### config.mk
export PLATFORM = sky130hd
export DESIGN_NAME = carbon_seq
export DESIGN_NICKNAME = d
export VERILOG_FILES = /design/src/rtl/carbon_seq.sv
export SDC_FILE = /design/constraint.sdc
export NUM_CORES = 1
export LEC_CHECK = 0
export BUFFER_PORTS_ARGS = -buffer_cell sky130_fd_sc_hd__buf_2
export CORE_MARGIN = 3
export CORE_UTILIZATION = 56
export CTS_CLUSTER_DIAMETER = 40
export CTS_CLUSTER_SIZE = 20
export DETAILED_ROUTE_END_ITERATION = 16
export PLACE_DENSITY = 0.83
export SETUP_SLACK_MARGIN = 0.5
export SLEW_MARGIN = 15
export SYNTH_ARGS = -nofsm -noshare
export SYNTH_HDL_FRONTEND = slang
export SYNTH_SLANG_ARGS = --single-unit
### constraint.sdc
create_clock -name clk -period 2.5 [get_ports clk]
set_input_delay 0.125 -clock clk [delete_from_list [all_inputs] [get_ports clk]]
set_output_delay 0.125 -clock clk [all_outputs]
set_load 0.01 [all_outputs]
### src/rtl/carbon_seq.sv
`default_nettype none
// carbon_seq: run-control sequencer (fetch handshake, phase A/B strobes, go/step/halt/breakpoint).
// Revision 1.0
module carbon_seq #(
    parameter int GAP     = 1,
    parameter int TIMEOUT = 15
) (
    input  logic        clk,
    input  logic        rst,
    input  logic        go,
    input  logic        step,
    input  logic        halt_req,
    input  logic        bp_en,
    input  logic [7:0]  bp_addr,
    input  logic [7:0]  pc,
    output logic        imem_req,
    input  logic        imem_ack,
    output logic        ph_a,
    output logic        ph_b,
    output logic        halted,
    output logic        err,
    output logic [15:0] icount
);

    typedef enum logic [2:0] {
        S_IDLE   = 3'd0,
        S_FETCH  = 3'd1,
        S_PHA    = 3'd2,
        S_GAPA   = 3'd3,
        S_PHB    = 3'd4,
        S_GAPB   = 3'd5,
        S_RETIRE = 3'd6
    } state_t;

    localparam logic [7:0] WAIT_LAST = 8'(TIMEOUT - 1);
    localparam logic [2:0] GAP_LAST  = 3'(GAP - 1);
    localparam bit         NO_GAP    = (GAP == 0);

    state_t     state;
    state_t     state_nxt;
    logic [7:0] wait_cnt;
    logic [2:0] gap_cnt;
    logic       halt_pending;
    logic       step_mode;
    logic       first_flag;

    logic start;
    logic wait_last;
    logic gap_last;
    logic bp_hit;
    logic retire_stop;

    assign start       = go | step;
    assign wait_last   = (wait_cnt == WAIT_LAST);
    assign gap_last    = (gap_cnt == GAP_LAST);
    // first_flag lets an instruction resumed from its own breakpoint run without re-trapping
    assign bp_hit      = bp_en && (pc == bp_addr) && !first_flag;
    assign retire_stop = halt_pending | step_mode | bp_hit;

    always_comb begin
        state_nxt = state;
        case (state)
            S_IDLE:   if (start) state_nxt = S_FETCH;
            S_FETCH: begin
                if (imem_ack)       state_nxt = S_PHA;
                else if (wait_last) state_nxt = S_IDLE;
            end
            S_PHA:    state_nxt = NO_GAP ? S_PHB : S_GAPA;
            S_GAPA:   if (gap_last) state_nxt = S_PHB;
            S_PHB:    state_nxt = NO_GAP ? S_RETIRE : S_GAPB;
            S_GAPB:   if (gap_last) state_nxt = S_RETIRE;
            S_RETIRE: state_nxt = retire_stop ? S_IDLE : S_FETCH;
            default:  state_nxt = S_IDLE;
        endcase
    end

    // Outputs are registered from the next state so each strobe is glitch-free for the core clocks
    always_ff @(posedge clk or negedge rst) begin
        if (!rst) begin
            state        <= S_IDLE;
            imem_req     <= 1'b0;
            ph_a         <= 1'b0;
            ph_b         <= 1'b0;
            halted       <= 1'b1;
            err          <= 1'b0;
            icount       <= 16'd0;
            wait_cnt     <= 8'd0;
            gap_cnt      <= 3'd0;
            halt_pending <= 1'b0;
            step_mode    <= 1'b0;
            first_flag   <= 1'b0;
        end else begin
            state    <= state_nxt;
            imem_req <= (state_nxt == S_FETCH);
            ph_a     <= (state_nxt == S_PHA);
            ph_b     <= (state_nxt == S_PHB);
            halted   <= (state_nxt == S_IDLE);

            wait_cnt <= (state == S_FETCH) ? wait_cnt + 8'd1 : 8'd0;
            gap_cnt  <= (state == S_GAPA || state == S_GAPB) ? gap_cnt + 3'd1 : 3'd0;

            case (state)
                S_IDLE: begin
                    if (start) begin
                        step_mode  <= step;
                        first_flag <= 1'b1;
                        err        <= 1'b0;
                    end
                end
                S_FETCH: begin
                    if (!imem_ack && wait_last) err <= 1'b1;
                end
                S_RETIRE: begin
                    icount     <= icount + 16'd1;
                    first_flag <= 1'b0;
                end
                default: ;
            endcase

            if (state != S_IDLE && halt_req) halt_pending <= 1'b1;
            if (state_nxt == S_IDLE)         halt_pending <= 1'b0;
        end
    end

endmodule
`default_nettype wire
==> results of run 1 <==
path summary, 6_finish.rpt:
kind | from | endpoint | slack, ps | cells after the start
min in group asynchronous | rst | ph_a$_DFF_PN0_ | 390 | 2
max | state[1]$_DFF_PN0_ | halted$_DFF_PN1_ | 840 | 4
max in group asynchronous | rst | first_flag$_DFFE_PN0P_ | 1590 | 2
min reg2reg | gap_cnt[0]$_DFF_PN0_ | gap_cnt[0]$_DFF_PN0_ | 470 | 1
min | imem_ack | err$_DFFE_PN0P_ | 20 | 2
max reg2reg | state[1]$_DFF_PN0_ | halted$_DFF_PN1_ | 840 | 4
registers in the layout, indices dropped and copies added, names as in the netlist:
signal / cells
ph_a: 1
step_mode: 1
ph_b: 1
wait_cnt: 8
gap_cnt: 3
halted: 1
first_flag: 1
state: 3
err: 1
imem_req: 1
icount: 16
halt_pending: 1
cell type report:
type,instances,area (µm²)
flip-flops and latches,38,952
well taps,44,55.1
repair buffers,44,225
clock buffers,6,51.3
multi-input cells,118,813
fillers,243,928
inverters,6,22.5
clock inverters,1,30.0
stage by stage:
stage / total power, mW / instances / util / cell area, µm²
floorplan: 1.22 / 165 / - / 1810
global placement: 1.35 / 249 / 0.669 / 2060
detailed placement: 1.38 / 249 / 0.669 / 2060
CTS: 1.81 / 257 / 0.698 / 2150
global route: 1.92 / 257 / 0.698 / 2150
finish: 1.80 / 257 / 0.698 / 2150
cell usage in the layout (no fill, tap or decap), types with 6 or more instances in the layout:
| cell type | n |
|---|---|
| dfrtp_1 | 37 |
| nor2_1 | 18 |
| inv_1 | 6 |
| xor2_1 | 13 |
| nand3_1 | 6 |
| and3_1 | 6 |
| buf_2 | 43 |
| xnor2_1 | 17 |
| nand2_1 | 16 |
cells in the mapped netlist, types with 2 or more instances:
cell	instances
nand2_1	16
inv_1	6
nand3b_1	3
xor2_1	13
nand3_1	6
buf_2	2
and3_1	6
nor3_1	5
dfrtp_1	37
nand4_1	4
nor3_2	3
ha_1	5
nor2_1	18
and3b_1	2
a21o_1	2
xnor2_1	17
logic make-up (layout without fill, tap and decap cells):
kind of cell	Yosys count	in the layout	synth area share
buffers and inverters	9	57	0.0242
XOR/XNOR	30	30	0.145
adder cells (fa/ha/maj)	5	5	0.0346
multiplexers	1	1	0.00622
AO/OA/AOI/OAI	12	12	0.0519
AND/OR/NAND/NOR	70	70	0.212
flip-flops	38	38	0.526
report_power, final:
part	switching [mW]	internal (mW)
Combinational	0.278	0.223
Sequential	0.128	0.741
Clock	0.195	0.233
Total	0.601	1.20
worst max-delay path: stages (launching register included):
cell and delay, ps:
dfrtp_1 510, or3b_1 390, nor2_1 110, a221oi_2 370
and3_1 210
metal layers:
layer / routed length [µm] / vias up
li1: - / 651
met1: 1490 / 651
met2: 1720 / 38
met3: 178 / 9
met4: 63 / 0
met5: 0 / -
repair_timing:
item | 4_1_cts | 5_1_grt
gates resized for setup | 0 | 0
endpoints found under the hold margin | 37 | 0
hold buffers | 1 | 0
==> impl_metrics.yaml, run 1 <==
grt:
  grt_pass1_wl_um: 5980
  grt_max_degree: 39
  grt_pass1_vias: 1334
  use_met2: 0.312
  overflow: 0
  track_usage: 0.190
  use_met1: 0.233
  grt.busiest_layer: "met2"
  grt.met3_usage: 0.0594
  antenna_found_initial: 0
synthesis:
  syn-num-nets: 193
  synth_seq_cells: 38
  ys_seq_area_frac: 0.526
  postSynth.asyncResetShare: 1.00
  synth_warnings: 0
  synthCells: 165
  synthFlopType: "dfrtp_1"
  synth_top_area_cell: "dfrtp_1"
  synthTopCellsByArea: "dfrtp_1 51%, xnor2_1 8.2%, xor2_1 6.3%, nor2_1 3.7%, ha_1 3.5%"
  yosysTopAreaCellShare: 0.512
  syn_area_mm2: 0.00181
  synth_edf_count: 0
  avgSynthCellArea_um2: 11.0
  synth_cell_types: 36
flow_run:
  drv_cap: 0
setup_path:
  crit_arrival_ps: 1940
  end_kind: "flip-flop"
  required_ps: 2780
  crit_type: "reg2reg"
  path_max_fanout: 11
  startpoint_type: "flip-flop"
sta:
  fmax_mhz: 601
  skew_ps: 14.3
  fin_setup_tns_ps: 0
  rsz0062_at_grt: "no"
  setup_slack_ps: 835
  fin_crit_ps: 1660
  worst_slew_pin_slew_ps: 807
  min_period_over_period: 0.666
  drv_slew: 0
  hold-worst-slack_ps: 18.2
  hold_viol_final: 0
  relSlewSlack: 0.462
  setup_viol: 0
placed_design:
  place_ws_ps: 884
  portBuffers: 43
  hpwl_um: 2590
  place.gp.congestion: 0.808
route:
  drc_errors: 0
  wl_um: 3450
  routedWlPerCell_um: 13.4
  via_per_inst: 5.25
  dr.pass1.iters: 4
  drt_iter0_markers: 78
  vias: 1349
  antenna_left: 0
clocking:
  cts_setup_buffers: 0
  cts_inserted_buffers: 5
  cts_tree: "built"
  htree_levels: 2
  clk_pin_slew_ps: 110
  cts.sinks: 38
  clockBufferDepth: 2
  clock_latency_ps: 340
  cts-root-buf: "clkbuf_4"
outcome:
  status: "complete, no violations"
power:
  peakVddDrop_v: 0.000635
  p_per_area_mw_per_mm2: 836
  p_leak_nw: 1.10
floorplanning:
  dieArea_mm2: 0.00395
  design.core.area_mm2: 0.00308
  die_height_um: 62.8
  fp.dieW_um: 62.8
  initial_core_util: 0.588
  row_count: 20
  pin_count: 44
layout:
  drive_above_1_share: 0.268
  area_delta_synth_final_pct: 18.8
  antenna_cells: 0
  final_nets: 241
worst_hold_path:
  worstHoldPathType: "in2reg"
(Power assumes the default switching activity.)
==> run 2: changes to the inputs <==
Settings changed: CORE_UTILIZATION 56 to 52, PLACE_DENSITY 0.83 to 0.78.
Clock period 2.5 ns to 1.55 ns, I/O delays scaled along.
==> impl_metrics.yaml, run 2 (synthesized netlist as in run 1, its figures left out) <==
sta:
  min_period_over_period: 0.962
  rsz0062_at_grt: "yes"
  fin_crit_ps: 1490
  setup_slack_ps: 59.4
  hold_viol_final: 0
  drv_slew: 0
  relSlewSlack: 0.592
  skew_ps: 12.1
  worst_slew_pin_slew_ps: 606
  fmax_mhz: 671
  setup_viol: 0
setup_path:
  crit_type: "reg2reg"
  cpMaxStageDelayCell: "dfrtp_1"
  slowest_delay_ps: 430
  end_kind: "flip-flop"
  path_cells: "nor3_2, nand4b_1, a221oi_4, a21boi_1"
  crit_arrival_ps: 1720
  path_max_fanout: 4
  required_ps: 1780
  startpoint_type: "flip-flop"
worst_hold_path:
  worstHoldPathType: "in2reg"
clocking:
  clockBufferDepth: 2
  clock_latency_ps: 370
  cts.sinks: 38
  htree_levels: 2
  cts_inserted_buffers: 5
  clk_pin_slew_ps: 130
  cts-root-buf: "clkbuf_4"
  cts_tree: "built"
floorplanning:
  pin_count: 44
  fp.dieW_um: 65.0
  die_height_um: 65.0
  dieArea_mm2: 0.00422
  design.core.area_mm2: 0.00318
  row_count: 20
  initial_core_util: 0.569
power:
  p_per_area_mw_per_mm2: 1390
  p_leak_nw: 1.38
  finalPower_mw: 3.83
  peakVddDrop_v: 0.00111
grt:
  grt_pass1_wl_um: 7030
  track_usage: 0.218
  antenna_found_initial: 0
  grt_pass1_vias: 1591
  overflow: 0
  grt_max_degree: 39
layout:
  regMostFlops: "icount"
  area_delta_synth_final_pct: 52.4
  final_cell_mix: "39 x buf_2, 30 x dfrtp_1, 22 x buf_4"
  drive_above_1_share: 0.548
  final_nets: 275
  largest_reg_flops: 16
  antenna_cells: 0
  fillCellCount: 154
  mostFrequentLayoutCell: "buf_2"
  multi_input_area_mm2: 0.00107
  seq_area_um2: 961
  top_regs: "icount: 16 flops, wait_cnt: 8 flops"
route:
  dr.pass1.iters: 4
  vias: 1554
  routedWlPerCell_um: 17.7
  drc_errors: 0
  via_per_inst: 5.32
  antenna_left: 0
  wl_um: 5180
  drt_iter0_markers: 97
placed_design:
  portBuffers: 43
  hpwl_um: 2870
  place.gp.congestion: 0.838
  place_ws_ps: 11.1
outcome:
  status: "complete, no violations"
flow_run:
  drv_cap: 0
run 2: changes by cell type in the layout (fill, tap and decap cells not counted), sizes merged:
cell / previous run / this run
clkbuf: 6 / 7
buf: 43 / 73
clkinv: 0 / 2
dlygate4sd3: 1 / 3
run 2: repair_timing:
action	4_1_cts	5_1_grt
gates cloned	0	1
endpoints found under the hold margin	40	0
pin swaps	6	22
hold buffers	3	0
setup buffers	9	17
resized for setup	15	59
setup endpoints to repair	39	45
run 2: area by class of cell:
class | count | area share
sequential | 38 | 0.349
timing repair buffer | 78 | 0.206
multi-input combinational | 118 | 0.389
tap | 44 | 0.0200
clock buffer | 5 | 0.0136
inverter | 6 | 0.00817
clock inverter | 3 | 0.0145
run 2: worst paths after layout:
check	from	endpoint	slack, ps	cells past startpoint
max	wait_cnt[5]$_DFF_PN0_	imem_req$_DFF_PN0_	60	4
min in group asynchronous	rst	wait_cnt[1]$_DFF_PN0_	220	3
max in group asynchronous	rst	halted$_DFF_PN1_	1050	3
max reg2reg	wait_cnt[5]$_DFF_PN0_	imem_req$_DFF_PN0_	60	4
min reg2reg	icount[15]$_DFFE_PN0P_	icount[15]$_DFFE_PN0P_	490	1
min	go	step_mode$_DFFE_PN0P_	10	3
run 2: layer usage:
layer / track usage / routed length [µm]
met3: 0.0572 / 253
met4: 0.0818 / 140
met5: 0 / 0
met2: 0.406 / 2800
met1: 0.232 / 1980
run 2: power by group:
group	internal [mW]	switching (mW)	leakage, nW
logic	0.909	0.824	0.842
registers	1.20	0.201	0.495
clock network	0.334	0.362	0.0450
total	2.45	1.39	1.38
run 2: per-stage QoR:
step | setup TNS (ps) | hold slack (ps) | utilization | std cells | instance area (µm²)
floorplan | 0 | -218 | - | 165 | 1850
global placement | 0 | 52.7 | 0.673 | 254 | 2140
detailed placement | 0 | 57.3 | 0.673 | 254 | 2140
CTS | 0 | 4.52 | 0.742 | 274 | 2360
global route | -17.6 | 30.2 | 0.867 | 292 | 2760
finish | 0 | 13.3 | 0.867 | 292 | 2760
run 2: critical path, delay by kind of cell, from the launching register on:
| family | cells | cell delay, ps |
|---|---|---|
| AND/OR/NAND/NOR | 2 | 420 |
| AO/OA/AOI/OAI | 2 | 500 |
| flip-flops | 1 | 430 |
==> run 3: changes to the inputs <==
--- a/config.mk
+++ b/config.mk
@@ -7,10 +7,13 @@
 export LEC_CHECK = 0
 export BUFFER_PORTS_ARGS = -buffer_cell sky130_fd_sc_hd__buf_2
+export CELL_PAD_IN_SITES_DETAIL_PLACEMENT = 1
+export CELL_PAD_IN_SITES_GLOBAL_PLACEMENT = 2
 export CORE_MARGIN = 3
-export CORE_UTILIZATION = 52
+export CORE_UTILIZATION = 33
 export CTS_CLUSTER_DIAMETER = 40
 export CTS_CLUSTER_SIZE = 20
 export DETAILED_ROUTE_END_ITERATION = 16
-export PLACE_DENSITY = 0.78
+export GPL_TIMING_DRIVEN = 0
+export PLACE_DENSITY_LB_ADDON = 0.1
 export SETUP_SLACK_MARGIN = 0.5
 export SLEW_MARGIN = 15
==> constraint.sdc (replaced) <==
create_clock -name clk -period 1.55 [get_ports clk]
set_input_delay 0.155 -clock clk [delete_from_list [all_inputs] [get_ports clk]]
set_output_delay 0.155 -clock clk [all_outputs]
set_load 0.01 [all_outputs]
==> impl_metrics.yaml, run 3 (synthesized netlist as in run 1, its figures left out) <==
sta:
  relSlewSlack: 0.425
  rsz0062_at_grt: "yes"
  hold-worst-slack_ps: -33.5
  worst_slew_pin_slew_ps: 862
  hold_viol_final: 37
  setup_viol: 0
  skew_ps: 7.68
  fin_crit_ps: 1470
  fmax_mhz: 682
  drv_slew: 0
  min_period_over_period: 0.946
grt:
  grt_pass1_wl_um: 7660
  antenna_found_initial: 0
  overflow: 0
  grt_max_degree: 39
  grt_pass1_vias: 1604
  track_usage: 0.158
setup_path:
  crit_arrival_ps: 1700
  required_ps: 1780
  startpoint_type: "flip-flop"
  crit_type: "reg2reg"
  path_max_fanout: 6
  end_kind: "flip-flop"
worst_hold_path:
  worstHoldPathType: "in2async"
floorplanning:
  die_height_um: 80.0
  pin_count: 44
  row_count: 26
  dieArea_mm2: 0.00641
  initial_core_util: 0.348
  fp.dieW_um: 80.0
  design.core.area_mm2: 0.00520
clocking:
  cts.sinks: 38
  clock_latency_ps: 300
  clockBufferDepth: 2
  htree_levels: 2
  cts_tree: "built"
  cts-root-buf: "clkbuf_8"
  clk_pin_slew_ps: 80
  cts_inserted_buffers: 5
placed_design:
  place.gp.congestion: 0.687
  portBuffers: 43
  hpwl_um: 3130
power:
  p_per_area_mw_per_mm2: 1460
  p_int_mw: 2.71
  clockPowerShare: 0.209
  sw_frac_of_total: 0.344
  p_leak_nw: 1.44
  peakVddDrop_v: 0.000647
  switchingPower_mw: 1.42
  p_seq_frac: 0.338
  comb_power_share: 0.453
layout:
  multi_input_area_mm2: 0.00109
  top_regs: "icount: 16 flops, wait_cnt: 8 flops"
  fin_util: 0.546
  final_cell_mix: "38 x buf_2, 31 x dfrtp_1, 19 x buf_4"
  fillCellCount: 588
  mostFrequentLayoutCell: "buf_2"
  antenna_cells: 0
  seq_area_um2: 960
  area_delta_synth_final_pct: 57.1
  final_nets: 273
  regMostFlops: "icount"
  drive_above_1_share: 0.576
  largest_reg_flops: 16
route:
  routedWlPerCell_um: 16.3
  vias: 1519
  via_per_inst: 4.82
  dr.pass1.iters: 4
  drt_iter0_markers: 57
  wl_um: 5120
  antenna_left: 0
  drc_errors: 0
outcome:
  status: "complete, but fails checks"
  violations: "negative hold slack"
flow_run:
  drv_cap: 0
run 3: layout make-up:
cell class,instances,area share
buffer,3,0.0132
clock buffer,6,0.0291
clock inverter,1,0.0106
inverter,6,0.00793
multi-input combinational,118,0.385
sequential,38,0.338
tap,70,0.0308
timing repair buffer,73,0.185
run 3: worst paths after layout:
path / slack (ps) / end / start / depth (start not counted)
min: -30 / icount[13]$_DFFE_PN0P_ / rst / 1
min in group clk: 120 / step_mode$_DFFE_PN0P_ / step / 2
max: 80 / state[1]$_DFF_PN0_ / state[0]$_DFF_PN0_ / 6
max in group asynchronous: 980 / state[0]$_DFF_PN0_ / rst / 1
max reg2reg: 80 / state[1]$_DFF_PN0_ / state[0]$_DFF_PN0_ / 6
min reg2reg: 470 / first_flag$_DFFE_PN0P_ / first_flag$_DFFE_PN0P_ / 1
run 3: through the flow:
| stage | power [mW] | instances | setup WS [ps] | area, µm² | setup TNS [ps] |
|---|---|---|---|---|---|
| 6_report | 4.14 | 315 | 82.9 | 2840 | 0 |
| 5_1_grt | 4.40 | 315 | -6.54 | 2840 | -6.54 |
| 4_1_cts | 3.51 | 301 | 61.2 | 2490 | 0 |
| 3_5_place_dp | 2.35 | 278 | 21.2 | 2160 | 0 |
| 3_3_place_gp | 2.28 | 278 | 58.3 | 2160 | 0 |
| 2_1_floorplan | 2.00 | 165 | 195 | 1850 | 0 |
run 3: worst max-delay path, cell delays in order, from the launching register on:
cell	delay [ps]
dfrtp_2	460
buf_6	140
buf_6	100
nand3b_1	140
buf_4	150
mux2_4	310
nor2_4	110
run 3: metal layers:
layer  GRT usage  up-vias  routed length, µm
li1            -      716                  -
met3      0.0395        5                144
met5           0        -                  0
met1       0.183      775               2020
met2       0.280       23               2900
met4      0.0557        0                 58
run 3: repair_timing:
item	4_1_cts	5_1_grt
setup endpoints to repair	43	50
pin swaps	10	25
buffers inserted	16	13
gates cloned	0	1
endpoints found under the hold margin	12	0
gates resized for setup	28	54
run 3: power groups by stage:
stage,Sequential (mW),Combinational [mW],Clock [mW]
finish,1.40,1.87,0.864
global route,1.44,2.02,0.932
CTS,1.37,1.25,0.886
floorplan,1.40,0.601,0
global placement,1.39,0.883,0
detailed placement,1.41,0.933,0
